[src/rtl/tx_resp_packer.sv]
// Response packer: captures an ALU result (two bytes, LSB first) or a register
// read (one byte) and paces them onto the UART TX path using TX_Busy.
//
// state   | meaning
// --------+--------------------------------------------------------------
// IDLE    | ready for a new response; PK_READY=1
// LOAD    | drive the next byte onto TX_P_DATA and raise TX_DATA_VALID
// WAIT_HI | hold TX_DATA_VALID until TX_Busy rises (bounded by timeout)
// WAIT_LO | TX is sending the byte; wait for TX_Busy to fall
module tx_resp_packer #(
   parameter int DATA_WIDTH    = 8,
   parameter int ALU_OUT_WIDTH = 16,
   parameter int TIMEOUT_WIDTH = 8,
   parameter int BUSY_TIMEOUT  = 200
) (
   input  logic                     CLK,
   input  logic                     RST,
   input  logic [ALU_OUT_WIDTH-1:0] ALU_OUT,
   input  logic                     ALU_OUT_VALID,
   input  logic [DATA_WIDTH-1:0]    RdData,
   input  logic                     RdData_Valid,
   input  logic                     TX_Busy,
   output logic [DATA_WIDTH-1:0]    TX_P_DATA,
   output logic                     TX_DATA_VALID,
   output logic                     PK_READY,
   output logic                     PK_DROP,
   output logic                     PK_TIMEOUT
);

   typedef enum logic [1:0] {
      IDLE    = 2'd0,
      LOAD    = 2'd1,
      WAIT_HI = 2'd2,
      WAIT_LO = 2'd3
   } state_t;

   localparam logic [TIMEOUT_WIDTH-1:0] TERM_CNT = TIMEOUT_WIDTH'(BUSY_TIMEOUT - 1);

   state_t                   state;
   logic [ALU_OUT_WIDTH-1:0] data_buf;
   logic                     two_byte;
   logic                     msb_sel;
   logic [TIMEOUT_WIDTH-1:0] busy_cnt;
   logic                     any_valid;

   assign any_valid = ALU_OUT_VALID | RdData_Valid;

   always_ff @(posedge CLK) begin
      if (!RST) begin
         state         <= IDLE;
         data_buf      <= '0;
         two_byte      <= 1'b0;
         msb_sel       <= 1'b0;
         busy_cnt      <= '0;
         TX_P_DATA     <= '0;
         TX_DATA_VALID <= 1'b0;
         PK_READY      <= 1'b1;
         PK_DROP       <= 1'b0;
         PK_TIMEOUT    <= 1'b0;
      end else begin
         PK_DROP    <= 1'b0;
         PK_TIMEOUT <= 1'b0;
         case (state)
            IDLE: begin
               // ALU wins a same-cycle collision; the read is reported as dropped
               PK_DROP <= ALU_OUT_VALID & RdData_Valid;
               if (ALU_OUT_VALID) begin
                  data_buf <= ALU_OUT;
                  two_byte <= 1'b1;
                  msb_sel  <= 1'b0;
                  PK_READY <= 1'b0;
                  state    <= LOAD;
               end else if (RdData_Valid) begin
                  data_buf <= ALU_OUT_WIDTH'(RdData);
                  two_byte <= 1'b0;
                  msb_sel  <= 1'b0;
                  PK_READY <= 1'b0;
                  state    <= LOAD;
               end
            end

            LOAD: begin
               PK_DROP       <= any_valid;
               TX_P_DATA     <= msb_sel ? data_buf[ALU_OUT_WIDTH-1:DATA_WIDTH]
                                        : data_buf[DATA_WIDTH-1:0];
               TX_DATA_VALID <= 1'b1;
               busy_cnt      <= '0;
               state         <= WAIT_HI;
            end

            WAIT_HI: begin
               PK_DROP <= any_valid;
               if (TX_Busy) begin
                  TX_DATA_VALID <= 1'b0;
                  state         <= WAIT_LO;
               end else if (busy_cnt == TERM_CNT) begin
                  // lost handshake: abort the whole frame, pending MSB included
                  TX_DATA_VALID <= 1'b0;
                  PK_TIMEOUT    <= 1'b1;
                  two_byte      <= 1'b0;
                  PK_READY      <= 1'b1;
                  state         <= IDLE;
               end else begin
                  busy_cnt <= busy_cnt + TIMEOUT_WIDTH'(1);
               end
            end

            WAIT_LO: begin
               PK_DROP <= any_valid;
               if (!TX_Busy) begin
                  if (two_byte && !msb_sel) begin
                     msb_sel <= 1'b1;
                     state   <= LOAD;
                  end else begin
                     PK_READY <= 1'b1;
                     state    <= IDLE;
                  end
               end
            end

            default: begin
               TX_DATA_VALID <= 1'b0;
               PK_READY      <= 1'b1;
               state         <= IDLE;
            end
         endcase
      end
   end

endmodule

[config.mk]
export PLATFORM = sky130hd
export DESIGN_NAME = tx_resp_packer
export DESIGN_NICKNAME = d
export VERILOG_FILES = /design/src/rtl/tx_resp_packer.sv
export SDC_FILE = /design/constraint.sdc
export NUM_CORES = 1
export LEC_CHECK = 0
export BUFFER_PORTS_ARGS = -buffer_cell sky130_fd_sc_hd__buf_2
export CORE_MARGIN = 5
export CORE_UTILIZATION = 45
export DETAILED_ROUTE_END_ITERATION = 8
export MAX_ROUTING_LAYER = met4
export PLACE_DENSITY = 0.71
export SYNTH_ARGS = -nofsm -noshare
export SYNTH_HDL_FRONTEND = slang
export SYNTH_SLANG_ARGS = --single-unit
[constraint.sdc]
create_clock -name CLK -period 1.6 [get_ports CLK]
set_input_delay 0.24 -clock CLK [delete_from_list [all_inputs] [get_ports CLK]]
set_output_delay 0.24 -clock CLK [all_outputs]
set_load 0.05 [all_outputs]
Word-level counts from Yosys, hierarchy flattened
Cells that the tools add are included.
- bits in registers: 40
- input port bits: 29
- add/sub/neg operators: 1
- equal/unequal tests: 12
- multiplexer cells: 31
- bitwise operators: 4
- reduce and logical (&&, ||, !) cells: 17
- operator list (cell ; number):
    $mux 16 ; 2
    $mux 8 ; 3
    $pmux 8 s2 ; 1
    $mux 1 ; 14
    $ne 2x2->1 const B ; 6
    $mux 2 ; 5
    $add 8x1->8 const B ; 1
    $eq 8x8->1 const B ; 1
    $pmux 1 s2 ; 4
    $pmux 2 s4 ; 1
    $reduce_and 4->1 ; 2
    $reduce_bool 2->1 ; 4
    $ne 3x3->1 const B ; 2
    $reduce_and 3->1 ; 2
    $reduce_and 6->1 ; 1
    $reduce_or 3->1 ; 2
    $eq 2x2->1 const B ; 2
    $reduce_and 2->1 ; 2
    $pmux 1 s3 ; 1
    $reduce_bool 3->1 ; 1
    $eq 2x1->1 const B ; 1
    $logic_not 2->1 ; 1
    $not 1->1 ; 2
    $and 1x1->1 ; 1
    other kinds (3) ; 3

Logic depth before layout (Yosys ltp)
Gate-level depths: netlist of run 1.
- depth after elaboration: 5
- gate-level depth with buffers: 7
- mapped depth without buffers: 6

Worst setup path after synthesis of run 1
No wires, ideal clock.
- path type: reg2reg
- start point: register state[0]
- end point: register busy_cnt[7]
- setup time: 70 ps
- data arrival time: 1607 ps
- path slack: -77 ps
- stages on the path, launching flop included: 8
- buffers on the path: 1
- clock period less this slack: 1677 ps
- cell sequence: dfxtp_1 -> inv_1 -> ha_1 -> buf_4 -> and2_1 -> nand4_1 -> or3_1 -> a21oi_1
- longest elaborated chain between the ends: 3
- elaborated cells on any way between the ends: 7
- ends and longest elaborated chain (what ; line ; source):
    from (decl) ; 39 ; state_t state;
    from (signal assigned) ; 50 ; state <= IDLE;
    from (signal assigned) ; 72 ; state <= LOAD;
    from (signal assigned) ; 78 ; state <= LOAD;
    $eq 2x2->1 / $eq 2x1->1 (equally long branches) ; 63 ; case (state)
    $ne 2x2->1 (no source line) / $reduce_bool 2->1 (equally long branches) ; -- ;
    $reduce_and 3->1 (no source line) ; -- ;
    to (signal assigned) ; 104 ; busy_cnt <= busy_cnt + TIMEOUT_WIDTH'(1);
    to (decl) ; 43 ; logic [TIMEOUT_WIDTH-1:0] busy_cnt;
Parallel ways exist; a longest one is shown, timed or not.
A chain may end at the register's enable or synchronous reset.

Worst setup path after layout of run 1
- start point: register busy_cnt[0]
- end point: register busy_cnt[0]
- longest elaborated chain between the ends: 4
- elaborated cells on any way between the ends: 7
- ends and longest elaborated chain (what ; line ; source):
    $add 8x1->8 ; 104 ;
    $mux 8 ; 96 ; end else if (busy_cnt == TERM_CNT) begin
    $mux 8 ; 93 ; if (TX_Busy) begin
    $pmux 8 s2 ; 63 ;
Parallel ways exist; a longest one is shown, timed or not. The select of a mux whose other input is x is not followed.

==> results of run 1 <==
## cells in the final DEF, fill, tap and decap left out, types with 4 or more instances in the layout
master,Yosys,final
sky130_fd_sc_hd__a211oi_1,18,18
sky130_fd_sc_hd__clkbuf_8,0,6
sky130_fd_sc_hd__nor2_1,30,30
sky130_fd_sc_hd__o21ai_0,7,7
sky130_fd_sc_hd__buf_4,1,10
sky130_fd_sc_hd__nand4_1,4,4
sky130_fd_sc_hd__a21oi_1,7,7
sky130_fd_sc_hd__a22oi_1,8,8
sky130_fd_sc_hd__dfxtp_1,40,38
sky130_fd_sc_hd__mux2i_1,16,16
sky130_fd_sc_hd__nand2_1,10,10
sky130_fd_sc_hd__buf_2,3,40
## worst max path at each step
| stage | cells past startpoint | slack, ns | to |
|---|---|---|---|
| final | 5 | 0.09 | busy_cnt[0]$_SDFFE_PN0P_ |
| after global routing | 5 | 0.008 | busy_cnt[0]$_SDFFE_PN0P_ |
| after CTS | 7 | 0.002 | state[1]$_SDFFE_PN0P_ |
| after detailed placement | 7 | 0.04 | state[1]$_SDFFE_PN0P_ |
| after global placement | 7 | 0.07 | state[1]$_SDFFE_PN0P_ |
| after floorplan | 7 | 0.04 | busy_cnt[7]$_SDFFE_PN0P_ |
## metrics by stage
step / utilization [%] / instance area (um2)
6_report: 58.0 / 2340
4_1_cts: 56.1 / 2260
5_1_grt: 58.0 / 2340
3_3_place_gp: 53.7 / 2160
2_1_floorplan: - / 1880
3_5_place_dp: 53.7 / 2160
## critical path: stages (launching register included)
cell                       delay [ns]
sky130_fd_sc_hd__dfxtp_1         0.37
sky130_fd_sc_hd__ha_2            0.25
sky130_fd_sc_hd__nand2_1         0.13
sky130_fd_sc_hd__nor3_4          0.21
sky130_fd_sc_hd__o21ai_1         0.18
sky130_fd_sc_hd__a311oi_1        0.29
## layout make-up
class / count / area [um2]
Clock buffer: 6 / 82.6
Clock inverter: 2 / 15.0
Fill cell: 372 / 1690
Inverter: 5 / 23.8
Multi-Input combinational cell: 144 / 1070
Sequential cell: 40 / 808
Tap cell: 50 / 62.6
Timing Repair Buffer: 50 / 275
## layer usage
metal	GRT usage [%]	vias to the layer above
met4	7.11	0
met2	24.3	39
met1	22.4	731
met5	-	-
met3	5.00	5
li1	-	829
## flip-flops by register name, indices dropped and copies added, names as in the netlist
| name | count |
|---|---|
| data_buf | 16 |
| two_byte | 1 |
| TX_DATA_VALID | 1 |
| PK_TIMEOUT | 1 |
| PK_DROP | 1 |
| state | 2 |
| busy_cnt | 8 |
| msb_sel | 1 |
| TX_P_DATA | 8 |
| PK_READY | 1 |
## cell usage after synthesis (2+ instances only)
cell type	n	area share [%]
sky130_fd_sc_hd__dfxtp_1	40	43
sky130_fd_sc_hd__nand4_1	4	1.3
sky130_fd_sc_hd__a211oi_1	18	7.2
sky130_fd_sc_hd__ha_1	6	4.0
sky130_fd_sc_hd__mux2i_1	16	8.6
sky130_fd_sc_hd__inv_1	5	1.0
sky130_fd_sc_hd__o21ai_1	2	0.54
sky130_fd_sc_hd__and2_1	3	1.0
sky130_fd_sc_hd__buf_1	2	0.40
sky130_fd_sc_hd__nand2_1	10	2.0
sky130_fd_sc_hd__o21ai_0	7	1.9
sky130_fd_sc_hd__nand3_1	2	0.54
sky130_fd_sc_hd__clkbuf_1	5	1.0
sky130_fd_sc_hd__a21oi_1	7	1.9
sky130_fd_sc_hd__xor2_1	3	1.4
sky130_fd_sc_hd__a22oi_1	8	3.2
sky130_fd_sc_hd__o211ai_1	2	0.80
sky130_fd_sc_hd__buf_2	3	0.80
sky130_fd_sc_hd__nor2_1	30	6.0
sky130_fd_sc_hd__and3b_1	3	1.4
sky130_fd_sc_hd__and3_1	2	0.67
## power groups by stage
stage | combinational (uW) | clock [uW] | sequential, uW
4_1_cts | 1110 | 740 | 1270
3_5_place_dp | 1100 | 0 | 1290
5_1_grt | 1290 | 785 | 1300
3_3_place_gp | 1100 | 0 | 1280
6_report | 1170 | 724 | 1280
2_1_floorplan | 568 | 0 | 1520
## logic make-up after synthesis
logic type      Yosys count
compound gates           53
simple gates             66
buf+inv                  16
xor+xnor                  3
flops                    40
mux                      16
fa+ha+maj                 6
## what timing repair did
item / CTS / global route
setup endpoints to repair: 0 / 18
hold buffers: 0 / 0
gates resized for setup: 0 / 15
==> results_tabular.tex, run 1 <==
\begin{tabular}{lr}
\hline
Metric & Value \\
\hline
\multicolumn{2}{l}{\textbf{Timing}} \\
\quad Final setup vio count & 0 \\
\quad Fmax & 661 MHz \\
\quad RSZ-0062 raised after global routing & no \\
\quad Part of the cycle the worst path needs & 94.6\% \\
\quad Shortest clock period the worst path allows after layout & 1.51 ns \\
\quad Number of hold violations in the final report & 0 \\
\quad Max transition margin & 74.4\% \\
\quad Post-Route Setup TNS & 0 ns \\
\quad Worst hold slack after final layout & 0.188 ns \\
\quad Number of pins exceeding their max-slew limit in the final report & 0 \\
\quad Smallest setup slack after layout & 0.0867 ns \\
\quad Clock Skews & 0.00860 ns \\
\quad Transition at the pin with the smallest max-transition slack & 0.384 ns \\
\multicolumn{2}{l}{\textbf{Drt}} \\
\quad Post-route ant nets & 0 \\
\quad Iteration count of the initial detailed-routing pass & 4 \\
\quad Vias per Instance & 5.40 \\
\quad 1st-iter DRT viols & 96 \\
\quad Amount of wire on met3 after detailed routing & 222 um \\
\quad Metal2 WL & 1860 um \\
\quad Residual DRC count & 0 \\
\quad Metal-1 WL & 2020 um \\
\quad Detailed-route via count & 1,604 \\
\quad Wire length per cell after detailed routing & 14.0 um \\
\quad Highest metal layer with signal wires & met4 \\
\quad Post-detailed-routing wire length & 4160 um \\
\multicolumn{2}{l}{\textbf{Clocking}} \\
\quad Insertion delay to the later sink of the worst-skew pair & 0.30 ns \\
\quad Cell chosen for the clock root & sky130\_fd\_sc\_hd\_\_clkbuf\_8 \\
\quad Clock edge transition at the registers on the reported setup and hold paths & 0.08 ns \\
\quad Num Clock Sinks & 40 \\
\quad Number of buffers on the longest clock path & 2 \\
\quad TritonCTS clock tree & built \\
\quad Number of levels the H-tree was split into & 2 \\
\quad Number of CTS-inserted buffers & 5 \\
\quad Number of buffers inserted by post-CTS setup repair & 0 \\
\multicolumn{2}{l}{\textbf{Setup path}} \\
\quad Reg2reg setup slack & 0.09 ns \\
\quad Kind of start point of the critical path & flop \\
\quad Crit. Startpoint & busy\_cnt[0]\$\_SDFFE\_PN0P\_ \\
\quad Crit path kind & reg -> reg \\
\quad Reg-to-reg critical path startpoint & busy\_cnt[0]\$\_SDFFE\_PN0P\_ \\
\quad Critical Path RT & 1.81 ns \\
\quad Capture instance of the worst register-to-register path & busy\_cnt[0]\$\_SDFFE\_PN0P\_ \\
\quad CP max FO & 6 \\
\quad Category of the worst setup path capture point & flop \\
\quad Crit path DAT & 1.72 ns \\
\quad Worst reg2reg path depth & 5 \\
\multicolumn{2}{l}{\textbf{Power and ir drop}} \\
\quad Power share of the sequential group & 40.3\% \\
\quad Internal power component & 1940 uW \\
\quad Share of total power in combinational logic & 36.9\% \\
\quad Total leakage power & 0.000916 uW \\
\quad Power density of the placed cells & 1360 mW/mm2 \\
\quad Largest vdd supply drop & 0.605 mV \\
\quad Total Power Consumption & 3170 uW \\
\quad Switching power share of the total & 38.7\% \\
\quad Reported net switching power & 1230 uW \\
\quad Part of the power in the clock network & 22.8\% \\
\multicolumn{2}{l}{\textbf{Global routing}} \\
\quad Number of antenna violations at the first check in global routing & 0 \\
\quad Vias in the first global route & 1,520 \\
\quad Overall track demand over capacity in global routing & 17.1\% \\
\quad Wire length of the first global-routing pass & 6970 um \\
\quad Remaining Overflow, GRT & 0 \\
\quad Maximum number of pins on one net before global-route repair & 20 \\
\multicolumn{2}{l}{\textbf{Place}} \\
\quad Detailed-placement wirelength estimate & 3040 um \\
\quad Worst Setup Slack post-DPL & 0.0390 ns \\
\quad Placer congestion estimate & 0.935 \\
\quad Placed insts & 289 \\
\quad Count of buffers from port buffering & 40 \\
\multicolumn{2}{l}{\textbf{Synth}} \\
\quad Synth Area in Simple Gates & 19.2\% \\
\quad Post-synthesis cell type count & 43 \\
\quad Fraction of synthesis flops using an asynchronous set or reset pin & 0\% \\
\quad Yosys warning total & 0 \\
\quad Top FF cell, synth & sky130\_fd\_sc\_hd\_\_dfxtp\_1 \\
\quad Number of flops mapped to enable cells by yosys & 0 \\
\quad Post-synth design cell area & 0.00187 mm2 \\
\quad Xor and xnor fraction of the mapped netlist area & 1.40\% \\
\quad Avg Cell Area, Syn & 9.35 um2 \\
\quad Portion of the post-synthesis area used by sequential elements & 42.8\% \\
\quad Number of synthesized register bits & 40 \\
\quad Synthesized Nets & 235 \\
\quad Cell count after synthesis & 200 \\
\quad Main combinational cell family by area after synthesis & compound AO/OA/AOI/OAI gates \\
\quad Share of synthesized area spent on multiplexers & 8.56\% \\
\quad Complex-gate fraction of the synthesized area & 20.4\% \\
\quad Adder-cell share of the synthesized area & 4.01\% \\
\multicolumn{2}{l}{\textbf{Cells and area}} \\
\quad Number of non-filler instances in the completed layout & 297 \\
\quad N\_diodes & 0 \\
\quad Net count, final & 281 \\
\quad Synth-to-layout area growth & 25.0\% \\
\quad Share of post-route cells with drive strength above 1 & 31.2\% \\
\multicolumn{2}{l}{\textbf{Floorplan}} \\
\quad Die footprint & 0.00555 mm2 \\
\quad Die height & 74.5 um \\
\quad Effective utilization at floorplan & 46.4\% \\
\quad Num rows & 23 \\
\quad Core area & 0.00403 mm2 \\
\quad Die boundary width & 74.5 um \\
\quad Count of boundary I/O pins & 41 \\
\multicolumn{2}{l}{\textbf{Worst hold path}} \\
\quad End point of the worst hold path & data\_buf[14]\$\_SDFFE\_PN0P\_ \\
\quad Worst hold path depth & 3 \\
\quad Type of the most critical hold path & in -> reg \\
\quad Startpoint of the most critical hold path & ALU\_OUT[14] \\
\multicolumn{2}{l}{\textbf{Outcome}} \\
\quad Result of the run & complete, no violations \\
\multicolumn{2}{l}{\textbf{Job}} \\
\quad Number of max-cap violations & 0 \\
\hline
\end{tabular}
Note: power is estimated with default switching activity, not from simulation.
==> inputs of run 2 (changes only) <==
- CELL_PAD_IN_SITES_DETAIL_PLACEMENT: unset -> 1
- CELL_PAD_IN_SITES_GLOBAL_PLACEMENT: unset -> 1
- CORE_UTILIZATION: 45 -> 36
- CTS_CLUSTER_SIZE: unset -> 24
- PLACE_DENSITY: 0.71 -> unset
- PLACE_DENSITY_LB_ADDON: unset -> 0.1
==> run 2 against run 1 <==
Net effect:
- worst hold slack better by 0.0032 ns
- die area up 21%
- power up 0.53%
- largest power group is now combinational logic
- sequential cell count unchanged
- design area up 2.7%
- count of clock-buffer cells in the layout down 1
- core utilization down 11 points
- routed wire length up 16%
- critical path type unchanged
- non-clock buffer count up 5
==> results_tabular.tex, run 2 (synthesis gave the netlist of run 1 again) <==
\begin{tabular}{lr}
\hline
Metric & Value \\
\hline
\multicolumn{2}{l}{\textbf{Power and ir drop}} \\
\quad Power density of the placed cells & 1330 mW/mm2 (-2.1\%) \\
\quad Internal power component & 1950 uW (+0.11\%) \\
\quad Largest vdd supply drop & 0.607 mV (+0.36\%) \\
\quad Total leakage power & 0.000942 uW (+2.9\%) \\
\quad Reported net switching power & 1240 uW (+1.2\%) \\
\quad Switching power share of the total & 39.0\% (+0.26 points) \\
\quad Power share of the sequential group & 39.6\% (-0.7 points) \\
\quad Part of the power in the clock network & 20.5\% (-2.3 points) \\
\quad Share of total power in combinational logic & 39.8\% (+2.9 points) \\
\multicolumn{2}{l}{\textbf{Drt}} \\
\quad Residual DRC count & 0 (unchanged) \\
\quad Post-detailed-routing wire length & 4830 um (+16\%) \\
\quad 1st-iter DRT viols & 36 (-63\%) \\
\quad Wire length per cell after detailed routing & 15.0 um (+7.4\%) \\
\quad Iteration count of the initial detailed-routing pass & 4 (unchanged) \\
\quad Detailed-route via count & 1,639 (+2.2\%) \\
\quad Post-route ant nets & 0 (unchanged) \\
\quad Vias per Instance & 5.11 (-5.5\%) \\
\multicolumn{2}{l}{\textbf{Setup path}} \\
\quad Category of the worst setup path capture point & flop \\
\quad Capture instance of the worst register-to-register path & state[1]\$\_SDFFE\_PN0P\_ \\
\quad Worst reg2reg path depth & 7 (+2) \\
\quad Reg-to-reg critical path startpoint & state[0]\$\_SDFFE\_PN0P\_ \\
\quad Crit path kind & reg -> reg \\
\quad Reg2reg setup slack & 0.05 ns (-0.03 ns) \\
\quad Crit path DAT & 1.75 ns (+0.03 ns) \\
\quad Crit. Startpoint & state[0]\$\_SDFFE\_PN0P\_ \\
\quad CP max FO & 7 (+1) \\
\quad Critical Path RT & 1.81 ns (about the same) \\
\quad Kind of start point of the critical path & flop \\
\multicolumn{2}{l}{\textbf{Floorplan}} \\
\quad Die footprint & 0.00674 mm2 (+21\%) \\
\quad Count of boundary I/O pins & 41 (unchanged) \\
\quad Effective utilization at floorplan & 36.9\% (-9.6 points) \\
\quad Die height & 82.1 um (+10\%) \\
\quad Core area & 0.00507 mm2 (+26\%) \\
\quad Num rows & 26 (+13\%) \\
\quad Die boundary width & 82.1 um (+10\%) \\
\multicolumn{2}{l}{\textbf{Cells and area}} \\
\quad Most frequent cells in the layout & sky130\_fd\_sc\_hd\_\_buf\_2 (40), sky130\_fd\_sc\_hd\_\_dfxtp\_1 (38), sky130\_fd\_sc\_hd\_\_nor2\_1 (30) \\
\quad Largest register FFs & 16 (unchanged) \\
\quad Total of fill cells in the finished design & 631 (+70\%) \\
\quad Largest registers & data\_buf x16, TX\_P\_DATA x8, busy\_cnt x8 \\
\quad Share of post-route cells with drive strength above 1 & 33.1\% (+1.9 points) \\
\quad Post-route design area & 0.00240 mm2 (+2.7\%) \\
\quad Net count, final & 286 (+1.8\%) \\
\quad Most frequent standard cell in the layout excluding fill and tap cells & sky130\_fd\_sc\_hd\_\_buf\_2 \\
\quad N\_diodes & 0 (unchanged) \\
\quad Final core area utilization & 47.3\% (-11 points) \\
\quad Register ranked first by flip-flop count & data\_buf \\
\quad Synth-to-layout area growth & 28.4\% \\
\multicolumn{2}{l}{\textbf{Timing}} \\
\quad Max transition margin & 67.9\% (-6.5 points) \\
\quad Clock Skews & 0.0128 ns (+0.00418 ns) \\
\quad Transition at the pin with the smallest max-transition slack & 0.482 ns (+0.0980 ns) \\
\quad Number of hold violations in the final report & 0 (unchanged) \\
\quad Smallest setup slack after layout & 0.0547 ns (-0.0320 ns) \\
\quad Final setup vio count & 0 (unchanged) \\
\quad Number of pins exceeding their max-slew limit in the final report & 0 (unchanged) \\
\quad RSZ-0062 raised after global routing & yes \\
\quad Shortest clock period the worst path allows after layout & 1.55 ns (+0.0320 ns) \\
\quad Part of the cycle the worst path needs & 96.6\% (+2.0 points) \\
\quad Fmax & 647 MHz (-2.1\%) \\
\multicolumn{2}{l}{\textbf{Place}} \\
\quad Post-DP Area & 0.00225 mm2 (+4.0\%) \\
\quad Worst Setup Slack post-DPL & 0.0373 ns (-0.00172 ns) \\
\quad Count of buffers from port buffering & 40 (unchanged) \\
\quad Detailed-placement wirelength estimate & 3560 um (+17\%) \\
\quad Placer congestion estimate & 0.855 (-8.6\%) \\
\multicolumn{2}{l}{\textbf{Worst hold path}} \\
\quad Type of the most critical hold path & in -> reg \\
\quad End point of the worst hold path & data\_buf[12]\$\_SDFFE\_PN0P\_ \\
\quad Startpoint of the most critical hold path & ALU\_OUT[12] \\
\quad Worst hold path depth & 3 (unchanged) \\
\multicolumn{2}{l}{\textbf{Clocking}} \\
\quad Clock edge transition at the registers on the reported setup and hold paths & 0.09 ns (about the same) \\
\quad Number of CTS-inserted buffers & 5 (unchanged) \\
\quad Cts hold-fix bufs & 0 (unchanged) \\
\quad Insertion delay to the later sink of the worst-skew pair & 0.30 ns (about the same) \\
\quad Number of buffers on the longest clock path & 2 (unchanged) \\
\quad Number of levels the H-tree was split into & 2 (unchanged) \\
\quad TritonCTS clock tree & built \\
\quad Number of buffers inserted by post-CTS setup repair & 0 (unchanged) \\
\quad Cell chosen for the clock root & sky130\_fd\_sc\_hd\_\_clkbuf\_8 \\
\quad Num Clock Sinks & 40 (unchanged) \\
\multicolumn{2}{l}{\textbf{Global routing}} \\
\quad Vias in the first global route & 1,633 (+7.4\%) \\
\quad Maximum number of pins on one net before global-route repair & 18 (-10\%) \\
\quad Number of antenna violations at the first check in global routing & 0 (unchanged) \\
\quad Remaining Overflow, GRT & 0 (unchanged) \\
\quad Overall track demand over capacity in global routing & 15.6\% (-1.5 points) \\
\quad Wire length of the first global-routing pass & 7760 um (+11\%) \\
\multicolumn{2}{l}{\textbf{Outcome}} \\
\quad Result of the run & complete, no violations \\
\multicolumn{2}{l}{\textbf{Job}} \\
\quad Number of max-cap violations & 0 (unchanged) \\
\hline
\end{tabular}
## run 2: changes by cell type in the layout (fill, tap and decap cells not counted), sizes merged
cell,delta
clkinv,+1
buf,+5
clkinvlp,-1
clkbuf,-1
## run 2: layout make-up
cell class	instances	area, um2	area share, %
Tap cell	70	87.6	3.65
Clock inverter	2	12.5	0.521
Multi-Input combinational cell	144	1070	44.6
Sequential cell	40	803	33.5
Timing Repair Buffer	55	338	14.1
Inverter	5	21.3	0.886
Clock buffer	5	68.8	2.87
## run 2: metrics by stage
| step | cells | TNS [ns] | hold WS (ns) | power [uW] |
|---|---|---|---|---|
| global route | 321 | -0.0600 | 0.181 | 3390 |
| floorplan | 200 | 0 | 0.380 | 2090 |
| CTS | 321 | 0 | 0.191 | 3150 |
| detailed placement | 314 | 0 | 0.481 | 2490 |
| global placement | 314 | 0 | 0.468 | 2480 |
| finish | 321 | 0 | 0.192 | 3190 |
## run 2: metal layers
| layer | track usage (%) | routed length [um] | part of all wire [%] |
|---|---|---|---|
| met1 | 19.2 | 2230 | 46 |
| met4 | 5.98 | 67 | 1.4 |
| met3 | 3.07 | 176 | 3.6 |
| met2 | 25.0 | 2360 | 49 |
| met5 | - | 0 | 0 |
## run 2: power by group through the flow
stage / clock, uW / combinational (uW) / sequential (uW)
after floorplan: 0 / 568 / 1520
after detailed placement: 0 / 1210 / 1280
after global placement: 0 / 1200 / 1280
after global routing: 723 / 1380 / 1290
final: 655 / 1270 / 1260
after CTS: 677 / 1210 / 1260
## run 2: worst max-delay path: stages, from the launching register on
cell and delay, ns:
sky130_fd_sc_hd__dfxtp_2 0.35, sky130_fd_sc_hd__inv_4 0.10, sky130_fd_sc_hd__ha_2 0.21, sky130_fd_sc_hd__nor3b_4 0.21, sky130_fd_sc_hd__a21oi_1 0.06, sky130_fd_sc_hd__buf_4 0.16
sky130_fd_sc_hd__and3b_1 0.18, sky130_fd_sc_hd__o32ai_2 0.18
## run 2: worst max path at each step
| stage | to | slack (ns) | cells after the start |
|---|---|---|---|
| 2_1_floorplan | busy_cnt[7]$_SDFFE_PN0P_ | 0.04 | 7 |
| 3_3_place_gp | two_byte$_SDFFE_PN0P_ | 0.08 | 5 |
| 3_5_place_dp | state[0]$_SDFFE_PN0P_ | 0.04 | 7 |
| 4_1_cts | state[0]$_SDFFE_PN0P_ | 0.01 | 7 |
| 5_1_grt | busy_cnt[7]$_SDFFE_PN0P_ | -0.02 | 6 |
| 6_report | state[1]$_SDFFE_PN0P_ | 0.05 | 7 |
## run 2: timing repair
action                                  in CTS  in global routing
gates resized for setup                      0                 13
endpoints found under the setup margin       0                  9
endpoints found under the hold margin        0                  0
